===== src/rtl/data_ram_arbiter.sv =====
// Two-requester arbiter in front of a single-port synchronous data RAM.
// Round-robin grant with an optional bounded lock for back-to-back bursts.
module data_ram_arbiter #(
  parameter int unsigned ADDR_W   = 10,
  parameter int unsigned DATA_W   = 32,
  parameter int unsigned MAX_LOCK = 8
) (
  input  logic              clk,
  input  logic              rst_n,
  input  logic [1:0]        req_valid,
  input  logic [1:0]        req_we,
  input  logic [1:0]        req_lock,
  input  logic [ADDR_W-1:0] req_addr0,
  input  logic [ADDR_W-1:0] req_addr1,
  input  logic [DATA_W-1:0] req_wdata0,
  input  logic [DATA_W-1:0] req_wdata1,
  output logic [1:0]        req_ready,
  output logic [1:0]        rsp_valid,
  output logic [DATA_W-1:0] rsp_rdata,
  output logic              ram_en,
  output logic              ram_we,
  output logic [ADDR_W-1:0] ram_addr,
  output logic [DATA_W-1:0] ram_din,
  input  logic [DATA_W-1:0] ram_dout
);

  localparam int unsigned CNT_W = $clog2(MAX_LOCK + 1);
  localparam logic [CNT_W-1:0] CNT_MAX = CNT_W'(MAX_LOCK);
  localparam logic [CNT_W-1:0] CNT_ONE = CNT_W'(1);

  typedef enum logic {
    ST_OPEN   = 1'b0,
    ST_LOCKED = 1'b1
  } state_e;

  state_e            state_q, state_d;
  logic              owner_q, owner_d;
  logic [CNT_W-1:0]  lock_cnt_q, lock_cnt_d;
  logic              last_grant_q, last_grant_d;
  logic [1:0]        rsp_tag_q, rsp_tag_d;

  logic              grant_vld;
  logic              grant_idx;
  logic              forced;
  logic              rr_idx;

  // Grant selection: lock owner first, forced hand-over at the lock limit, else round-robin
  always_comb begin
    grant_vld = 1'b0;
    grant_idx = 1'b0;
    forced    = 1'b0;
    rr_idx    = (req_valid == 2'b11) ? ~last_grant_q : req_valid[1];
    if (rst_n) begin
      if (state_q == ST_LOCKED && req_valid[owner_q]) begin
        grant_vld = 1'b1;
        if (lock_cnt_q == CNT_MAX && req_valid[~owner_q]) begin
          grant_idx = ~owner_q;
          forced    = 1'b1;
        end else begin
          grant_idx = owner_q;
        end
      end else if (|req_valid) begin
        grant_vld = 1'b1;
        grant_idx = rr_idx;
      end
    end
  end

  // RAM port and handshake are driven straight from the grant
  always_comb begin
    req_ready = 2'b00;
    ram_en    = 1'b0;
    ram_we    = 1'b0;
    ram_addr  = grant_idx ? req_addr1 : req_addr0;
    ram_din   = grant_idx ? req_wdata1 : req_wdata0;
    if (grant_vld) begin
      req_ready = grant_idx ? 2'b10 : 2'b01;
      ram_en    = 1'b1;
      ram_we    = req_we[grant_idx];
    end
  end

  // Next-state for lock FSM, round-robin pointer and read response tag
  always_comb begin
    state_d      = state_q;
    owner_d      = owner_q;
    lock_cnt_d   = lock_cnt_q;
    last_grant_d = last_grant_q;
    rsp_tag_d    = 2'b00;
    if (grant_vld) begin
      last_grant_d = grant_idx;
      if (!req_we[grant_idx]) begin
        rsp_tag_d = grant_idx ? 2'b10 : 2'b01;
      end
      if (forced) begin
        state_d    = ST_OPEN;
        lock_cnt_d = '0;
      end else if (state_q == ST_LOCKED && grant_idx == owner_q) begin
        if (req_lock[grant_idx]) begin
          lock_cnt_d = (lock_cnt_q == CNT_MAX) ? CNT_MAX : lock_cnt_q + CNT_ONE;
        end else begin
          state_d    = ST_OPEN;
          lock_cnt_d = '0;
        end
      end else if (req_lock[grant_idx]) begin
        state_d    = ST_LOCKED;
        owner_d    = grant_idx;
        lock_cnt_d = CNT_ONE;
      end else begin
        state_d    = ST_OPEN;
        lock_cnt_d = '0;
      end
    end else if (state_q == ST_LOCKED && !req_valid[owner_q]) begin
      state_d    = ST_OPEN;
      lock_cnt_d = '0;
    end
  end

  // State registers; reset drops any pending response
  always_ff @(posedge clk or negedge rst_n) begin
    if (!rst_n) begin
      state_q      <= ST_OPEN;
      owner_q      <= 1'b0;
      lock_cnt_q   <= '0;
      last_grant_q <= 1'b1;
      rsp_tag_q    <= 2'b00;
    end else begin
      state_q      <= state_d;
      owner_q      <= owner_d;
      lock_cnt_q   <= lock_cnt_d;
      last_grant_q <= last_grant_d;
      rsp_tag_q    <= rsp_tag_d;
    end
  end

  assign rsp_valid = rsp_tag_q;
  assign rsp_rdata = ram_dout;

endmodule


===== config.mk =====
export PLATFORM = sky130hd
export DESIGN_NAME = data_ram_arbiter
export DESIGN_NICKNAME = d
export VERILOG_FILES = /design/src/rtl/data_ram_arbiter.sv
export SDC_FILE = /design/constraint.sdc
export NUM_CORES = 1
export LEC_CHECK = 0
export ABC_AREA = 1
export BUFFER_PORTS_ARGS = -buffer_cell sky130_fd_sc_hd__buf_2
export CAP_MARGIN = 0
export CORE_AREA = 2 2 79 81
export DETAILED_ROUTE_END_ITERATION = 8
export DIE_AREA = 0 0 81 83
export GPL_ROUTABILITY_DRIVEN = 0
export PLACE_DENSITY = 0.68
export SYNTH_ARGS = -nofsm -noshare
export SYNTH_HDL_FRONTEND = slang
export SYNTH_SLANG_ARGS = --single-unit

===== constraint.sdc =====
create_clock -name clk -period 4.05 [get_ports clk]
set_input_delay 1.215 -clock clk [delete_from_list [all_inputs] [get_ports clk]]
set_output_delay 1.215 -clock clk [all_outputs]
set_load 0.05 [all_outputs]

; ---- Yosys cells after proc, flatten, opt, wreduce, memory -nomap -nowiden
; Index checks and enable logic that the tools add are counted.
[word_totals]
regBits = 9
input_bits = 124
out_inout_bits = 80
elab_cells = 66
[op_classes]
n_addsub = 1
order_cmp = 3
eq_ne = 4
muxes = 40
bitwise_logic = 4
reduce_logical = 9
[ops]
columns = op, n
row1 = 32-bit two-way mux, 1
row2 = 1-bit two-way mux, 28
row3 = 4-bit two-way mux, 6
row4 = 10-bit two-way mux, 1
row5 = 2-bit two-way mux, 4
row6 = "1-bit by 2-bit < comparator with 1-bit output, second input constant", 3
row7 = "4-bit by 1-bit adder with 4-bit output, second input constant", 1
row8 = "4-bit equality test, second input constant", 1
row9 = 1-bit logical AND, 4
row10 = "4-bit != test, second input constant", 1
row11 = 1-bit NOT, 4
row12 = 4-bit AND reduction, 1
row13 = "2-bit equality test, second input constant", 1
row14 = 2-bit AND reduction, 1
row15 = 2-bit nonzero test, 1
row16 = 2-bit OR reduction, 1
row17 = 1-bit equality test, 1
row18 = 1-bit logical NOT, 1

; ---- Longest topological paths before layout
[logic_depth]
depth_word = 13
depth_mapped = 15
depth_no_buf = 15

; ---- Worst setup path before layout
; No wires, ideal clock.
[synth_timing]
path_kind = in2out
start = input port req_valid[0]
end = output port ram_we
arrival_ns = 2.930
required_ns = 2.835
slack_ns = -0.095
path_stages = 6
n_path_buf = 0
path_cell_list = inv_1 -> a21oi_2 -> inv_1 -> nor2_4 -> nand2_1 -> nand2_1
[synth_between]
elab_chain_len = 9
elab_cells_between_ends = 19
classes_between = eq/ne: 1 / mux: 15 / reduce/logical: 3
[synth_lines]
columns = item, line_no
row1 = "start, declared", 10  ; input logic [1:0] req_valid,
row2 = 1-bit two-way mux (implied by the code) (2 in a row), 56  ; if (lock_cnt_q == CNT_MAX && req_valid[~owner_q]) begin
row3 = 1-bit logical AND, 56
row4 = 1-bit two-way mux, 56
row5 = 1-bit two-way mux, 54  ; if (state_q == ST_LOCKED && req_valid[owner_q]) begin
row6 = 1-bit two-way mux, 53  ; if (rst_n) begin
row7 = 1-bit two-way mux (implied by the code) (2 in a row), 79  ; ram_we = req_we[grant_idx];
row8 = 1-bit two-way mux (*), 76  ; if (grant_vld) begin
row9 = "end, declared", 21  ; output logic ram_we,
; Every way passes the cells marked *; elsewhere a longest branch is shown, timed or not. The select of a mux whose other input is x is not followed.

; ---- Worst setup path after layout
[layout_timing]
start = input port req_valid[0]
end = output port ram_din[3]
[layout_between]
elab_chain_len = 7
elab_cells_between_ends = 14
classes_between = eq/ne: 1 / mux: 10 / reduce/logical: 3
[layout_lines]
columns = item, line_no
row1 = 1-bit two-way mux (implied by the code) (2 in a row), 56
row2 = 1-bit logical AND, 56
row3 = 1-bit two-way mux, 56
row4 = 1-bit two-way mux (*), 54
row5 = 1-bit two-way mux (*), 53
row6 = 32-bit two-way mux (*), 75  ; ram_din = grant_idx ? req_wdata1 : req_wdata0;
row7 = "end, declared", 23  ; output logic [DATA_W-1:0] ram_din,
; Marked as above.

==> impl_metrics.toml <==
[worst_setup_path]
worst-setup-path-type = "in2out"
endpoint_kind = "primary output"
r2r-start = "lock_cnt_q[0]"
r2r_cells = 14
cp.arrival_ns = 2.73
timing.rr.end = "owner_q"
start_kind = "input pin"
cp_max_fo = 25
ff2ff_setup_slack_ns = 2.07
cp.required_ns = 2.83

[job]
cap_violations = 0

[global_route]
grt_max_degree = 29
grt_remaining_overflow = 0
grt_util_all_layers = 0.137
grt_pass1_wl_um = 7550
antenna_found_initial = 0
grt_pass1_vias = 1673

[routing]
dr.max_layer_used = "met4"
wl_met1_um = 1830
route.met2.wl_um = 2600
routed_via_density = 4.21
num_vias = 1865
wl_met3_um = 412
drt_wl_total_um = 4880
drt-wirelength-per-cell_um = 11.0
drt_iter0_markers = 29
drtPass1Iterations = 4
remaining_drc_errors = 0
ant_nets = 0

[hold_path]
hold_depth = 2
min-delay-start = "last_grant_q"
hold_end = "last_grant_q"
hold_class = "reg2reg"

[yosys]
synth_edf_count = 0
synth_top_cell_by_area = "nand2_1"
seq_area_frac_synth = 0.155
synthFlopType = "dfrtp_1"
synth_common_cells = "nand2_1, buf_4, inv_1, nand3_1, dfrtp_1"
ys_ff_latch = 9
yosysMostFrequentCell = "nand2_1"
synth_area_sq_um = 1460
synthCells = 261
synth_nets = 387
yosys_warnings = 0
synth_top_area_frac = 0.401
syn_area_per_cell_sq_um = 5.59
synth_cell_type_count = 22
synthTopCellsByArea = "nand2_1, buf_4, dfrtp_1"
synth-async-reset-ratio = 1.00

[clock_network]
cts_post_setup_buffers_inserted = 0
numClockSinks = 9
cts_resized = 0
clkTransAtPathRegs_ns = 0.04
cts-buffers-inserted = 3
cts_buffer_depth = 2
insertion_delay_ns = 0.23
htreeDepth = 1
hold_buffers = 0
cts_root_buf = "clkbuf_8"
cts_tree = "done"

[timing]
rsz0062_at_grt = "no"
skew_ns = 0.00145
fmax_mhz = 254
postLayoutSetupSlackWorst_ns = 0.108
setup_viol = 0
slew_violations = 0
period_needed_ns = 3.94
slew_headroom = 0.727
whs_ns = 0.503
timing.setup.tns_ns = 0
worst_pin_slew_ns = 0.406
post-route-period-util = 0.973
final_hold_viol_count = 0

[floorplanning]
die-area_sq_um = 6720
fp.dieW_um = 81
num_rows = 28
io_pins = 204
start_util = 0.251
core-area_sq_um = 5820
die_height_um = 83

[place]
dpl.cell_count = 439
port_buffers = 139
detailedPlace.worstSlack_ns = 0.117
dp_hpwl_um = 4210

[final_layout]
nFillCells = 678
layout-drive-gt1-share = 0.435
areaGrowthSynthToFinish_pct = 39.8
antenna_cells = 0
fin_cells = 443
nets = 495

[pwr]
cellPowerDensity_nw_per_um2 = 395
vdd_drop_max_mv = 0.176
p_leak_nw = 1.35

[status]
status = "completed"
per-stage QoR:
step	area (sq um)	power [mW]	utilization
final	2040	0.806	0.351
after global routing	2040	0.871	0.351
after CTS	2040	0.815	0.351
after detailed placement	2000	0.709	0.343
after global placement	2000	0.702	0.343
after floorplan	1470	0.648	-
flip-flops by register name (all words and copies together) (netlist names):
| name | flops |
|---|---|
| last_grant_q | 1 |
| lock_cnt_q | 4 |
| rsp_valid | 2 |
| state_q | 1 |
| owner_q | 1 |
metal layers:
| metal | track usage | vias up |
|---|---|---|
| met4 | 0.0324 | 0 |
| met3 | 0.0163 | 3 |
| li1 | - | 964 |
| met5 | 0 | - |
| met2 | 0.272 | 98 |
| met1 | 0.149 | 800 |
report_power, final:
group	total (mW)	internal [mW]	switching [mW]
combinational	0.589	0.154	0.435
sequential	0.116	0.103	0.0129
clock	0.101	0.0683	0.0328
total	0.806	0.325	0.481
kinds of logic (layout without fill, tap and decap cells):
| family | count (synthesis) | after routing | synth area share |
|---|---|---|---|
| and+or+nand+nor | 183 | 183 | 0.512 |
| buffers and inverters | 57 | 164 | 0.266 |
| DFF | 9 | 9 | 0.155 |
| AOI/OAI and AO/OA | 8 | 8 | 0.0377 |
| adders and majority gates | 2 | 2 | 0.0171 |
| xor gates and xnor gates | 2 | 2 | 0.0120 |
worst max-delay path, cell delays in order:
cell and delay (ns):
buf_2 0.10, inv_1 0.10, o21ai_0 0.38, a21oi_4 0.13, nand2_2 0.11, buf_4 0.27
nand2_1 0.08, nand2_1 0.08, buf_2 0.26
cell type report:
cell class	instances	area (sq um)	area share
clock buffer	4	45.0	0.0221
inverter	15	56.3	0.0276
multi-input combinational	195	853	0.418
sequential	9	226	0.111
tap	75	93.8	0.0460
timing repair buffer	145	766	0.375
cell usage in the layout (no fill, tap or decap):
cell type / Yosys / final
nand2_1: 156 / 156
buf_4: 36 / 4
nand4_1: 1 / 1
nand3_1: 10 / 10
inv_1: 13 / 13
inv_2: 2 / 2
a21oi_4: 1 / 2
nand2_4: 2 / 2
nor2_1: 7 / 7
nor3_1: 2 / 2
nand3_4: 1 / 1
clkbuf_1: 0 / 1
o21ai_0: 4 / 4
xor2_1: 2 / 2
dfrtp_1: 8 / 8
clkbuf_8: 0 / 3
buf_2: 1 / 139
nand2_2: 3 / 3
a21oi_1: 2 / 2
ha_1: 2 / 2
nor2_4: 1 / 1
dfstp_2: 1 / 1
buf_12: 0 / 2
how the worst max path moves through the flow:
| stage | startpoint | to |
|---|---|---|
| after floorplan | req_valid[0] | ram_we |
| after global placement | req_valid[0] | ram_addr[1] |
| after detailed placement | req_valid[0] | ram_din[6] |
| after CTS | req_valid[0] | ram_din[6] |
| after global routing | req_valid[0] | ram_din[7] |
| final | req_valid[0] | ram_din[3] |
(Power assumes the default switching activity.)
